## src/rtl/text_pkg.sv

```systemverilog
// Shared constants and types for the character-cell text overlay.
package text_pkg;

    localparam int GLYPH_W      = 16;
    localparam int GLYPH_H      = 16;
    localparam int CODE_W       = 5;
    localparam int LETTER_COUNT = 26;

    localparam logic [CODE_W-1:0] BLANK_CODE_DEFAULT = 5'd31;

    // Clear sequencer: CLEAR sweeps the buffer, IDLE accepts host writes.
    typedef enum logic {
        ST_CLEAR = 1'b0,
        ST_IDLE  = 1'b1
    } clr_state_t;

    // Address width for a buffer of the given depth (at least one bit).
    function automatic int addr_width(input int depth);
        return (depth > 1) ? $clog2(depth) : 1;
    endfunction

endpackage

```

## src/rtl/text_buffer_ram.sv

```systemverilog
// Simple dual-port RAM, one write and one registered read port.
// A read of the address being written returns the previous contents.
module text_buffer_ram #(
    parameter int DEPTH  = 32,
    parameter int ADDR_W = 5,
    parameter int DATA_W = 5
) (
    input  logic              clk,
    input  logic              we,
    input  logic [ADDR_W-1:0] waddr,
    input  logic [DATA_W-1:0] wdata,
    input  logic [ADDR_W-1:0] raddr,
    output logic [DATA_W-1:0] rdata
);

    logic [DATA_W-1:0] mem [DEPTH];

    // Write and read in the same block so the read sees the old word.
    always_ff @(posedge clk) begin
        if (we) begin
            mem[waddr] <= wdata;
        end
        rdata <= mem[raddr];
    end

endmodule

```

## src/rtl/text_overlay.sv

```systemverilog
// Character-cell text layer: maps the scan position to a buffer cell and a
// glyph pixel, drives the glyph lookup and registers the returned bit.
module text_overlay
    import text_pkg::*;
#(
    parameter int                TEXT_COLS  = 16,
    parameter int                TEXT_ROWS  = 2,
    parameter int                ORIGIN_X   = 64,
    parameter int                ORIGIN_Y   = 32,
    parameter int                SCALE_LOG2 = 0,
    parameter logic [CODE_W-1:0] BLANK_CODE = BLANK_CODE_DEFAULT
) (
    input  logic              vga_clk,
    input  logic              sys_rst,
    input  logic [9:0]        pix_x,
    input  logic [9:0]        pix_y,
    input  logic              pix_valid,
    input  logic              wr_en,
    input  logic [4:0]        wr_col,
    input  logic [2:0]        wr_row,
    input  logic [4:0]        wr_char,
    input  logic              clr_req,
    output logic              wr_ready,
    output logic              busy,
    output logic [4:0]        letter_i,
    output logic [3:0]        letter_x,
    output logic [3:0]        letter_y,
    input  logic              glyph_bit,
    output logic              text_pix,
    output logic              text_valid
);

    localparam int DEPTH     = TEXT_COLS * TEXT_ROWS;
    localparam int ADDR_W    = addr_width(DEPTH);
    localparam int GX_W      = $clog2(GLYPH_W);
    localparam int GY_W      = $clog2(GLYPH_H);
    localparam int SHIFT_X   = GX_W + SCALE_LOG2;
    localparam int SHIFT_Y   = GY_W + SCALE_LOG2;
    localparam logic [ADDR_W-1:0] LAST_ADDR = ADDR_W'(DEPTH - 1);

    // ---------------- pixel pipeline ----------------
    logic [9:0] dx, dy, col_full, row_full;
    logic       in_region;

    assign dx       = pix_x - 10'(ORIGIN_X);
    assign dy       = pix_y - 10'(ORIGIN_Y);
    assign col_full = dx >> SHIFT_X;
    assign row_full = dy >> SHIFT_Y;
    // The origin compares catch the wrapped dx/dy left of or above the region.
    assign in_region = pix_valid
                     & (pix_x >= 10'(ORIGIN_X)) & (pix_y >= 10'(ORIGIN_Y))
                     & (col_full < 10'(TEXT_COLS)) & (row_full < 10'(TEXT_ROWS));

    logic [4:0]      col_e1;
    logic [2:0]      row_e1;
    logic [GX_W-1:0] gx_e1;
    logic [GY_W-1:0] gy_e1;
    logic            in_region_e1, valid_e1;

    // E1: cell coordinates, glyph coordinates and region qualifier.
    always_ff @(posedge vga_clk or posedge sys_rst) begin
        if (sys_rst) begin
            col_e1       <= '0;
            row_e1       <= '0;
            gx_e1        <= '0;
            gy_e1        <= '0;
            in_region_e1 <= 1'b0;
            valid_e1     <= 1'b0;
        end else begin
            col_e1       <= col_full[4:0];
            row_e1       <= row_full[2:0];
            gx_e1        <= GX_W'(dx >> SCALE_LOG2);
            gy_e1        <= GY_W'(dy >> SCALE_LOG2);
            in_region_e1 <= in_region;
            valid_e1     <= pix_valid;
        end
    end

    logic [ADDR_W-1:0] rd_addr;
    logic [CODE_W-1:0] rd_code;
    logic              in_region_e2, valid_e2;

    // Addresses of in-range cells always fit ADDR_W, so modular math is exact.
    assign rd_addr = ADDR_W'(row_e1) * ADDR_W'(TEXT_COLS) + ADDR_W'(col_e1);

    // E2: glyph coordinates and qualifiers alongside the buffer read.
    always_ff @(posedge vga_clk or posedge sys_rst) begin
        if (sys_rst) begin
            letter_x     <= '0;
            letter_y     <= '0;
            in_region_e2 <= 1'b0;
            valid_e2     <= 1'b0;
        end else begin
            letter_x     <= gx_e1;
            letter_y     <= gy_e1;
            in_region_e2 <= in_region_e1;
            valid_e2     <= valid_e1;
        end
    end

    // The RAM output is not reset; the qualifier masks it to blank instead.
    assign letter_i = in_region_e2 ? rd_code : BLANK_CODE;

    // E3: registered overlay pixel; codes past the letters are transparent.
    always_ff @(posedge vga_clk or posedge sys_rst) begin
        if (sys_rst) begin
            text_pix   <= 1'b0;
            text_valid <= 1'b0;
        end else begin
            text_pix   <= glyph_bit & in_region_e2 & (letter_i < CODE_W'(LETTER_COUNT));
            text_valid <= valid_e2;
        end
    end

    // ---------------- clear sequencer and write port ----------------
    clr_state_t        state_reg, state_next;
    logic [ADDR_W-1:0] clr_addr_reg, clr_addr_next;
    logic [ADDR_W-1:0] wr_addr, ram_waddr;
    logic [CODE_W-1:0] ram_wdata;
    logic              ram_we, wr_ok;

    assign wr_addr = ADDR_W'(wr_row) * ADDR_W'(TEXT_COLS) + ADDR_W'(wr_col);
    assign wr_ok   = wr_en & wr_ready
                   & ({1'b0, wr_col} < 6'(TEXT_COLS)) & ({1'b0, wr_row} < 4'(TEXT_ROWS));

    // State, sweep address and the registered status flags.
    always_ff @(posedge vga_clk or posedge sys_rst) begin
        if (sys_rst) begin
            state_reg    <= ST_CLEAR;
            clr_addr_reg <= '0;
            busy         <= 1'b1;
            wr_ready     <= 1'b0;
        end else begin
            state_reg    <= state_next;
            clr_addr_reg <= clr_addr_next;
            busy         <= (state_next == ST_CLEAR);
            wr_ready     <= (state_next == ST_IDLE);
        end
    end

    // Next state and write-port mux; a clear request beats a same-cycle write.
    always_comb begin
        state_next    = state_reg;
        clr_addr_next = clr_addr_reg;
        ram_we        = 1'b0;
        ram_waddr     = wr_addr;
        ram_wdata     = wr_char;
        case (state_reg)
            ST_CLEAR: begin
                ram_we    = 1'b1;
                ram_waddr = clr_addr_reg;
                ram_wdata = BLANK_CODE;
                if (clr_addr_reg == LAST_ADDR) begin
                    state_next    = ST_IDLE;
                    clr_addr_next = '0;
                end else begin
                    clr_addr_next = clr_addr_reg + 1'b1;
                end
            end
            ST_IDLE: begin
                if (clr_req) begin
                    state_next    = ST_CLEAR;
                    clr_addr_next = '0;
                end else if (wr_ok) begin
                    ram_we = 1'b1;
                end
            end
            default: state_next = ST_CLEAR;
        endcase
    end

    text_buffer_ram #(
        .DEPTH  (DEPTH),
        .ADDR_W (ADDR_W),
        .DATA_W (CODE_W)
    ) u_buffer (
        .clk    (vga_clk),
        .we     (ram_we),
        .waddr  (ram_waddr),
        .wdata  (ram_wdata),
        .raddr  (rd_addr),
        .rdata  (rd_code)
    );

endmodule

```

## config.mk

```make
export PLATFORM = sky130hd
export DESIGN_NAME = text_overlay
export DESIGN_NICKNAME = d
export VERILOG_FILES = /design/src/rtl/text_pkg.sv /design/src/rtl/text_buffer_ram.sv /design/src/rtl/text_overlay.sv
export SDC_FILE = /design/constraint.sdc
export NUM_CORES = 1
export LEC_CHECK = 0
export BUFFER_PORTS_ARGS = -buffer_cell sky130_fd_sc_hd__buf_2
export CAP_MARGIN = 20
export CORE_MARGIN = 2
export CORE_UTILIZATION = 25
export DETAILED_ROUTE_END_ITERATION = 10
export GPL_ROUTABILITY_DRIVEN = 0
export GPL_TIMING_DRIVEN = 0
export PLACE_DENSITY = 0.5
export SETUP_SLACK_MARGIN = 0.2
export SLEW_MARGIN = 20
export SYNTH_ARGS = -nofsm -noshare
export SYNTH_HDL_FRONTEND = slang
export SYNTH_HIERARCHICAL = 1
export SYNTH_SLANG_ARGS = --single-unit
```

## constraint.sdc

```tcl
create_clock -name vga_clk -period 2.6 [get_ports vga_clk]
set_clock_uncertainty 0.15 [all_clocks]
set_input_delay 0.26 -clock vga_clk [delete_from_list [all_inputs] [get_ports vga_clk]]
set_output_delay 0.26 -clock vga_clk [all_outputs]
set_load 0.01 [all_outputs]
```

==> summary.md, run 1 <==
| Metric | Value |
|---|---|
| Die ar. | between 30000 and 40000 um2 |
| Top reg by flops | u_buffer/mem |
| Measured slew at the worst slew-check pin | between 0.8 and 0.9 ns |
| Dpl cells | 820 |
| Final cell count without fillers | 878 |
| Worst R2R Path Depth | 6 |
| Type of the worst min-delay path | input port to register |
| Synth async-reset ratio | 17.5% |
| P&R area growth vs syn | 25.2% |
| CTS tree | yes |
| Routed wire length | roughly 15 mm |
| Initial DRC Count | 217 |
| CP arrival | roughly 2.3 ns |
| Std-Cell Rows | 63 |
| Worst R2R Setup Slack | 0.26 ns |
| Routed len/inst | 16.8 um |
| Global-route wire length before repair | 22.8 mm |
| Final setup viols | 0 |
| Max Freq | 0.428 GHz |
| Rel. slew slack | 44.1% |
| Maximum vdd drop | 0.601 mV |
| Worst Path Max Fanout | 10 |
| Synthesized area | 7630 um2 |
| Final Hold Fails | 0 |
| Initial antenna violation count | 0 |
| Largest net degree at the start of global routing | 33 |
| Pwr Total | 8.70 mW |
| IO Count | 56 |
| Hold depth | 4 |
| Post-synthesis cell count | 374 |
| Setup crit end kind | register |
| Reg2Reg Launch Point | state_reg |
| Final antenna diode count | 0 |
| Clk_lat worst skew | around 0.43 ns |
| Worst setup path class | register to register |
| Slew Limit Fails | 0 |
| Layout cell share with drive strength beyond 1 | 43.4% |
| Sequential element share of the synthesized area | between 70 and 80% |
| Placed Area | 8420 um2 |
| End of the worst register-to-register path | u_buffer/mem[3][1] |
| Startpoint types | register |
| Status | finished clean |
| Max_cap viols | 0 |
| Worst hold start | pix_x[7] |
| #FFs+latches synth | 200 |
| Leakage power | 3.04 nW |
| 1st-pass router iterations | 4 |
| Vias after detailed routing | 3708 |
| Mapped Avg Cell Area | 20.4 um2 |
| Overall Global Routing Usage | 9.77% |
| DP HPWL | 10.3 mm |
| Cell area after layout | 9560 um2 |
| Unrepaired setup endpoints after global routing | true |
| Synth Flop Type | edfxtp_1 |
| Core Box Area | between 20000 and 30000 um2 |
| # DRC | 0 |
| Max reg flops | 160 |
| CTS sink count | 200 |
| Grt total ovfl | 0 |
| Initial Util | 25.5% |
| Final core occ | 32.0% |
| Netlist cell types | 33 |
| Nets | roughly 520 |
| PD cells | between 900 and 1000 nW/um2 |
| Number of clock buffers inserted by TritonCTS | 17 |
| Clk slew on worst S/H paths | 0.07 ns |
| Ys Warns | 6 |
| Clock Root Buffer | clkbuf_16 |
| Vias in the first global route | between 3000 and 4000 |
| Die boundary height | around 180 um |
| Hold EP | col_e1[3] |
| EDFF count, synth | 160 |
| Post-place setup slack | -0.371 ns |
| Number of vias per cell | 4.22 |
| Die Wd | 179 um |
| Worst setup margin | 0.264 ns |
| WP data required | 2.57 ns |
| H-tree levels | 4 |
| Clock Path Buffers | 2 |
| Syn nets | 417 |
| Fin crit share | between 80% and 90% |
| DRT antenna net count | 0 |
| Port buffer count | 55 |
| Min Tclk post-route | 2.34 ns |
==> layout make-up <==
class | instances | area [um2]
plain buffers | 13 | 111
well taps | 390 | 488
clock inverters | 13 | 131
fillers | 2874 | 20300
multi-input cells | 150 | 1980
inverters | 10 | 37.5
clock buffers | 19 | 464
flip-flops and latches | 200 | 5780
repair buffers | 83 | 561
==> kinds of logic (layout without fill, tap and decap cells) <==
kind of cell               count (synthesis)  count (layout)  share of synthesized area [%]
AOI/OAI and AO/OA                         10              10                          0.771
adders and majority gates                  4               4                          0.656
DFF                                      200             200                           75.8
muxes                                     60              60                           16.2
buffers and inverters                     24             138                           1.28
and+or+nand+nor                           71              71                           4.71
xor gates and xnor gates                   5               5                          0.574
==> routing by layer <==
metal	global-route usage [%]	routed length, um
met1	13.3	6740
met4	3.05	153
met5	0	0
met2	15.4	7310
met3	2.40	572
==> power by group <==
group / internal (mW) / total [mW] / switching [mW]
clock network: 1.43 / 2.61 / 1.18
logic: 0.662 / 1.96 / 1.30
registers: 4.03 / 4.14 / 0.107
==> metrics by stage <==
step	hold slack, ns	setup TNS (ns)
floorplan	0.141	0
detailed placement	0.145	-20.57
finish	0.0267	0
global route	0.0437	0
global placement	0.181	-16.04
CTS	0.00730	0
==> what timing repair did <==
| item | in CTS | in global routing |
|---|---|---|
| pin swaps | 0 | 3 |
| hold endpoints to repair | 33 | 0 |
| hold buffers | 22 | 0 |
| buffers inserted | 0 | 5 |
| endpoints found under the setup margin | 150 | 139 |
| gates resized for setup | 43 | 40 |
==> cells in the mapped netlist (all sizes together) (2+ instances only) <==
cell	n	area [um2]
edfxtp	160	4800
mux4	50	1130
nor2	36	138
dfrtp	34	851
inv	10	37.5
mux2	10	113
nand2b	10	62.6
buf	7	33.8
clkbuf	7	26.3
dfxtp	5	100
nand2	5	18.8
nand3b	5	37.5
ha	4	50.1
o21ai	4	20.0
xor2	4	35.0
nand3	3	15.0
or3b	3	26.3
a21oi	2	10.0
and3	2	12.5
nor3	2	10.0
o22ai	2	12.5
==> worst max-delay path, stage by stage (launching register included) <==
cell and delay [ns]:
dfrtp_1 0.38, clkbuf_4 0.20, buf_4 0.20, nor2_1 0.20, a21oi_4 0.09, or3_1 0.55
nor2_4 0.24
==> layout by cell type, fill, tap and decap left out, types with 2 or more instances in the layout <==
cell           instances
buf_4                  6
edfxtp_1             160
nand3_1                2
o22ai_1                2
xor2_1                 4
and3_1                 2
nand2b_2               5
nand2b_1               5
dfrtp_1               34
dfxtp_1                5
nand3b_1               5
nor2_4                22
buf_2                 55
buf_8                  2
clkbuf_2               4
dlygate4sd3_1         22
o21ai_0                3
inv_6                  4
nand2_1                5
mux2_2                10
inv_1                  9
or3b_4                 3
clkinv_4               5
clkbuf_4               2
nor2_2                11
ha_1                   4
nor2_1                 3
nor3_1                 2
mux4_2                50
clkbuf_16             18
==> worst max path at each step <==
stage | startpoint | end | slack, ns | depth (start not counted)
5_1_grt | state_reg | u_buffer/mem[1][1] | 0.14 | 6
3_3_place_gp | clr_req | u_buffer/mem[8][2] | -0.32 | 6
3_5_place_dp | clr_req | u_buffer/mem[8][2] | -0.37 | 6
4_1_cts | state_reg | u_buffer/mem[1][1] | 0.08 | 4
2_1_floorplan | state_reg | u_buffer/mem[18][0] | 0.18 | 6
6_report | state_reg | u_buffer/mem[3][1] | 0.26 | 6
Note: power is estimated with default switching activity, not from simulation.
==> run 2, diff against run 1 <==
Settings changed: HOLD_SLACK_MARGIN from default to 0.06.
==> run 2 against run 1 <==
Against the previous run:
- highest routed layer unchanged
- fmax rose by 0.32%
- largest power group unchanged
- sequential cell count unchanged
- utilization about the same
- clock-buffer cell count unchanged
- register-to-register slack hardly changed
- clock power about the same
- critical path depth unchanged
==> summary.md, run 2 (synthesis gave the netlist of run 1 again) <==
| Metric | Value |
|---|---|
| Max_cap viols | 0 |
| Min Hold Slack | 0.122 ns |
| CTS sink count | 200 |
| Grt total ovfl | 0 |
| Max stage delay on crit path | around 0.55 ns |
| Fin crit share | around nine tenths |
| Maximum vdd drop | about 0.60 mV |
| DRT antenna net count | 0 |
| Leakage power | 3.04 nW |
| Nets | between 500 and 600 |
| Routed wire length | 14.8 mm |
| Layout cell share with drive strength beyond 1 | 43.4% |
| WP data required | 2.57 ns |
| Commonest non-fill, non-tap cell in the layout | edfxtp_1 |
| Worst setup margin | 0.272 ns |
| PD cells | 910 nW/um2 |
| Max reg flops | 160 |
| Clk_lat worst skew | 0.43 ns |
| Worst path slowest cell | or3_1 |
| IO Count | 56 |
| GR Util met2 | about 15% |
| Global-route wire length before repair | 22.8 mm |
| Initial DRC Count | 205 |
| CTS tree | yes |
| Final Hold Fails | 0 |
| Type of the worst min-delay path | input port to register |
| Vias after detailed routing | 3720 |
| Final core occ | 32.0% |
| Fill count | 2871 |
| Die ar. | 31900 um2 |
| Port buffer count | 55 |
| Final antenna diode count | 0 |
| Die Wd | 179 um |
| Rel. slew slack | 44.2% |
| # DRC | 0 |
| GRT busiest layer | met2 |
| Setup crit end kind | register |
| Initial antenna violation count | 0 |
| Commonest cells after routing, fill and taps aside | edfxtp_1 (160), buf_2 (55), mux4_2 (50) |
| Clock Root Buffer | clkbuf_16 |
| Status | finished clean |
| Number of vias per cell | 4.23 |
| Crit path cell chain | clkbuf_4 > buf_4 > nor2_1 > a21oi_4 > or3_1 > nor2_4 |
| Initial Util | about 26% |
| Largest net degree at the start of global routing | 33 |
| GRT met3 Usage | 2.40% |
| Pwr Total | 8.71 mW |
| Number of clock buffers inserted by TritonCTS | 17 |
| Startpoint types | register |
| Clock Path Buffers | 2 |
| DP HPWL | 10.3 mm |
| P&R area growth vs syn | 25.4% |
| Measured slew at the worst slew-check pin | 0.837 ns |
| Worst path buffer plus inverter count | 2 |
| Core Box Area | 29900 um2 |
| Top reg by flops | u_buffer/mem |
| Die boundary height | between 150 and 200 um |
| Worst setup path class | register to register |
| Final setup viols | 0 |
| Post-place setup slack | -0.371 ns |
| H-tree levels | 4 |
| Min Tclk post-route | 2.33 ns |
| Clk slew on worst S/H paths | about 0.070 ns |
| CP arrival | between 2 and 2.5 ns |
| 1st-pass router iterations | 4 |
| GR Util met1 | 13.3% |
| Worst Path Max Fanout | 10 |
| Unrepaired setup endpoints after global routing | true |
| Crit-path leading delay family | simple AND/OR/NAND/NOR gates |
| Max Freq | 0.430 GHz |
| Vias in the first global route | 3967 |
| Routed len/inst | 16.9 um |
| Slew Limit Fails | 0 |
| Std-Cell Rows | 63 |
| Overall Global Routing Usage | 9.77% |
[run 2: what timing repair did]
| item | CTS | global route |
|---|---|---|
| hold buffers | 23 | 0 |
| cloned | 0 | 0 |
| pin swaps | 0 | 3 |
| endpoints found under the hold margin | 55 | 0 |
| buffers inserted | 0 | 5 |
| resized for setup | 43 | 40 |
| endpoints found under the setup margin | 150 | 139 |
[run 2: layout make-up]
type	instances	area (um2)	share of cell area, %
clock buffers	19	464	4.85
plain buffers	13	111	1.16
clock inverters	13	131	1.37
well taps	390	488	5.10
inverters	10	37.5	0.392
repair buffers	84	571	5.96
flip-flops and latches	200	5780	60.4
multi-input cells	150	1980	20.7
[run 2: per-layer routing]
| metal | wire (um) | vias up | share of wire, % |
|---|---|---|---|
| met5 | 0 | - | 0 |
| met4 | 155 | 0 | 1.0 |
| met3 | 486 | 10 | 3.3 |
| met2 | 7320 | 68 | 49 |
| met1 | 6870 | 1954 | 46 |
| li1 | - | 1688 | - |
[run 2: power breakdown]
group	internal [mW]	leakage [nW]	total [mW]	switching [mW]
clock network	1.43	0.296	2.61	1.18
logic	0.663	0.989	1.96	1.30
registers	4.03	1.76	4.14	0.108
[run 2: path summary, 6_finish.rpt]
kind	from	endpoint	slack, ns	cells past startpoint
min in group asynchronous	sys_rst	letter_y[3]	0.22	3
max	state_reg	u_buffer/mem[3][1]	0.27	6
max in group asynchronous	sys_rst	row_e1[0]	1.62	4
min	clr_req	clr_addr_reg[4]	0.12	4
min reg2reg	gy_e1[3]	letter_y[3]	0.21	0
max reg2reg	state_reg	u_buffer/mem[3][1]	0.27	6
[run 2: tightest hold or removal path: cells and delay by family]
| family | cells | cell delay, ns |
|---|---|---|
| buffers and inverters | 1 | 0.09 |
| AOI/OAI and AO/OA | 1 | 0.07 |
| and+or+nand+nor | 2 | 0.24 |
[run 2: metrics by stage]
step                      cells  setup TNS (ns)  cell area, um2
after global placement      819          -16.04            8390
after CTS                   874               0            9380
after global routing        879               0            9570
after floorplan             374               0            7630
final                       879               0            9570
after detailed placement    820          -20.57            8420
==> run 3, diff against run 2 <==
Settings changed: CORE_UTILIZATION 25 to 50, PLACE_DENSITY 0.5 to 0.78, SLEW_MARGIN 20 to 10.
==> run 3 against run 2 <==
Against the previous run:
- hold slack improved by 0.0069 ns
- first-iteration DRC count increased by 93%
- critical path type unchanged
- total power decreased by 0.71%
- routed wire length decreased by 5.8%
- critical endpoint is now u_buffer/mem[7][3]
- via count increased by 3.5%
- utilization increased by 30 points
- non-clock buffer count increased by 1
- final area decreased by 3.0%
- clock power decreased by 3%
- die area decreased by 49%
==> summary.md, run 3 (synthesis gave the netlist of run 1 again) <==
| Metric | Value |
|---|---|
| Max reg flops | 160 |
| Max Freq | 0.422 GHz |
| Std-Cell Rows | 45 |
| CTS sink count | 200 |
| Initial antenna violation count | 0 |
| Unrepaired setup endpoints after global routing | true |
| IO Count | 56 |
| Slew Limit Fails | 0 |
| Status | finished clean |
| Clock Root Buffer | clkbuf_16 |
| Number of clock buffers inserted by TritonCTS | 17 |
| Max_cap viols | 0 |
| Pwr Total | between 8 and 9 mW |
| Cell area after layout | 9280 um2 |
| Fin crit share | 91.1% |
| Final antenna diode count | 0 |
| Setup_tns | 0 ns |
| Logic gate share of total power | 22.9% |
| Rel. slew slack | 45.4% |
| Clk slew on worst S/H paths | roughly 0.08 ns |
| Placed Area | between 8000 and 9000 um2 |
| PD cells | 931 nW/um2 |
| Port buffer count | 55 |
| Maximum vdd drop | 0.753 mV |
| DRT antenna net count | 0 |
| Layout cell share with drive strength beyond 1 | 43.3% |
| Largest net degree at the start of global routing | 36 |
| Vias in the first global route | between 3000 and 4000 |
| Initial Util | 50.8% |
| H-tree levels | 4 |
| DP HPWL | 8.99 mm |
| Min Hold Slack | between 0.1 and 0.15 ns |
| CP arrival | 2.32 ns |
| Clock Power Share | 29.2% |
| Switch share | 30.1% |
| Die Wd | approximately 130 um |
| Worst setup margin | 0.231 ns |
| Worst Path Max Fanout | 10 |
| Nets | 520 |
| Clock Path Buffers | 2 |
| Vias after detailed routing | 3850 |
| Routed wire length | 14.0 mm |
| Switching Power | between 2 and 3 mW |
| Worst setup path class | register to register |
| Number of vias per cell | 5.68 |
| Initial DRC Count | slightly below 400 |
| WP data required | 2.56 ns |
| Commonest cells after routing, fill and taps aside | edfxtp_1 (160), buf_2 (55), mux4_2 (50) |
| Setup crit end kind | register |
| Int Pwr | a little over 6 mW |
| Routed len/inst | 20.6 um |
| Measured slew at the worst slew-check pin | 0.819 ns |
| Startpoint types | register |
| Die boundary height | 128 um |
| Commonest non-fill, non-tap cell in the layout | edfxtp_1 |
| Global-route wire length before repair | approximately 22 mm |
| P&R area growth vs syn | 21.6% |
| Final setup viols | 0 |
| Min Tclk post-route | 2.37 ns |
| CTS tree | yes |
| Type of the worst min-delay path | input port to register |
| Core Box Area | ~15000 um2 |
| 1st-pass router iterations | 4 |
| Clk_lat worst skew | 0.44 ns |
| Reg power frac | about 48% |
| Top reg by flops | u_buffer/mem |
| # DRC | 0 |
| Leakage power | 3.04 nW |
| Final Hold Fails | 0 |
| Die ar. | roughly 16000 um2 |
| Post-place setup slack | -0.308 ns |
| Grt total ovfl | 0 |
| Overall Global Routing Usage | 18.4% |
[run 3: cell count changes in the layout (fill, tap and decap cells not counted), sizes merged]
cell,delta
inv,+7
buf,+3
bufinv,-1
dlygate4sd3,-3
clkbuf,+1
clkinv,-6
[run 3: stage by stage]
stage	utilization, %	instances
2_1_floorplan	-	374
5_1_grt	61.7	678
4_1_cts	60.3	669
3_3_place_gp	54.1	617
6_report	61.7	678
3_5_place_dp	54.1	617
[run 3: worst paths after layout]
path	to	startpoint	cells after the start	slack, ns
worst min-delay path	clr_addr_reg[4]	clr_req	4	0.13
worst max register to register	u_buffer/mem[7][3]	state_reg	8	0.23
worst max-delay path	u_buffer/mem[7][3]	state_reg	8	0.23
min in group asynchronous	letter_x[2]	sys_rst	3	0.34
worst min register to register	letter_x[1]	gx_e1[1]	0	0.20
max in group asynchronous	text_pix	sys_rst	3	1.48
[run 3: per-layer routing]
metal	share of wire (%)	GRT usage [%]	vias up
li1	-	-	1701
met1	41	23.6	2022
met2	53	30.7	113
met3	4.6	5.99	14
met4	1.2	5.30	0
met5	0	0	-
[run 3: worst max-delay path, stage by stage (launching register included)]
cell and delay, ns:
dfrtp_1 0.38, clkbuf_4 0.20, clkbuf_4 0.21, nor2_1 0.21
a21oi_4 0.09, buf_4 0.16, nor2_1 0.08, nand2_1 0.20
nor2_2 0.34
[run 3: layout make-up]
cell class	count	area, um2
clock buffers	19	454
fillers	990	5750
multi-input cells	150	1970
well taps	188	235
clock inverters	13	116
flip-flops and latches	200	5780
inverters	10	37.5
plain buffers	13	106
repair buffers	85	581
[run 3: repair_timing]
| item | CTS | global route |
|---|---|---|
| setup endpoints to repair | 140 | 141 |
| resized for setup | 47 | 33 |
| buffers inserted | 0 | 6 |
| hold buffers | 21 | 0 |
| pin swaps | 0 | 4 |
| hold endpoints to repair | 54 | 0 |
[run 3: power groups by stage]
stage	sequential (mW)	combinational, mW	clock [mW]
floorplan	4.18	0.968	0
global placement	4.19	1.34	0
detailed placement	4.22	1.41	0
finish	4.14	1.98	2.53
CTS	4.15	1.65	2.57
global route	4.16	2.11	2.71
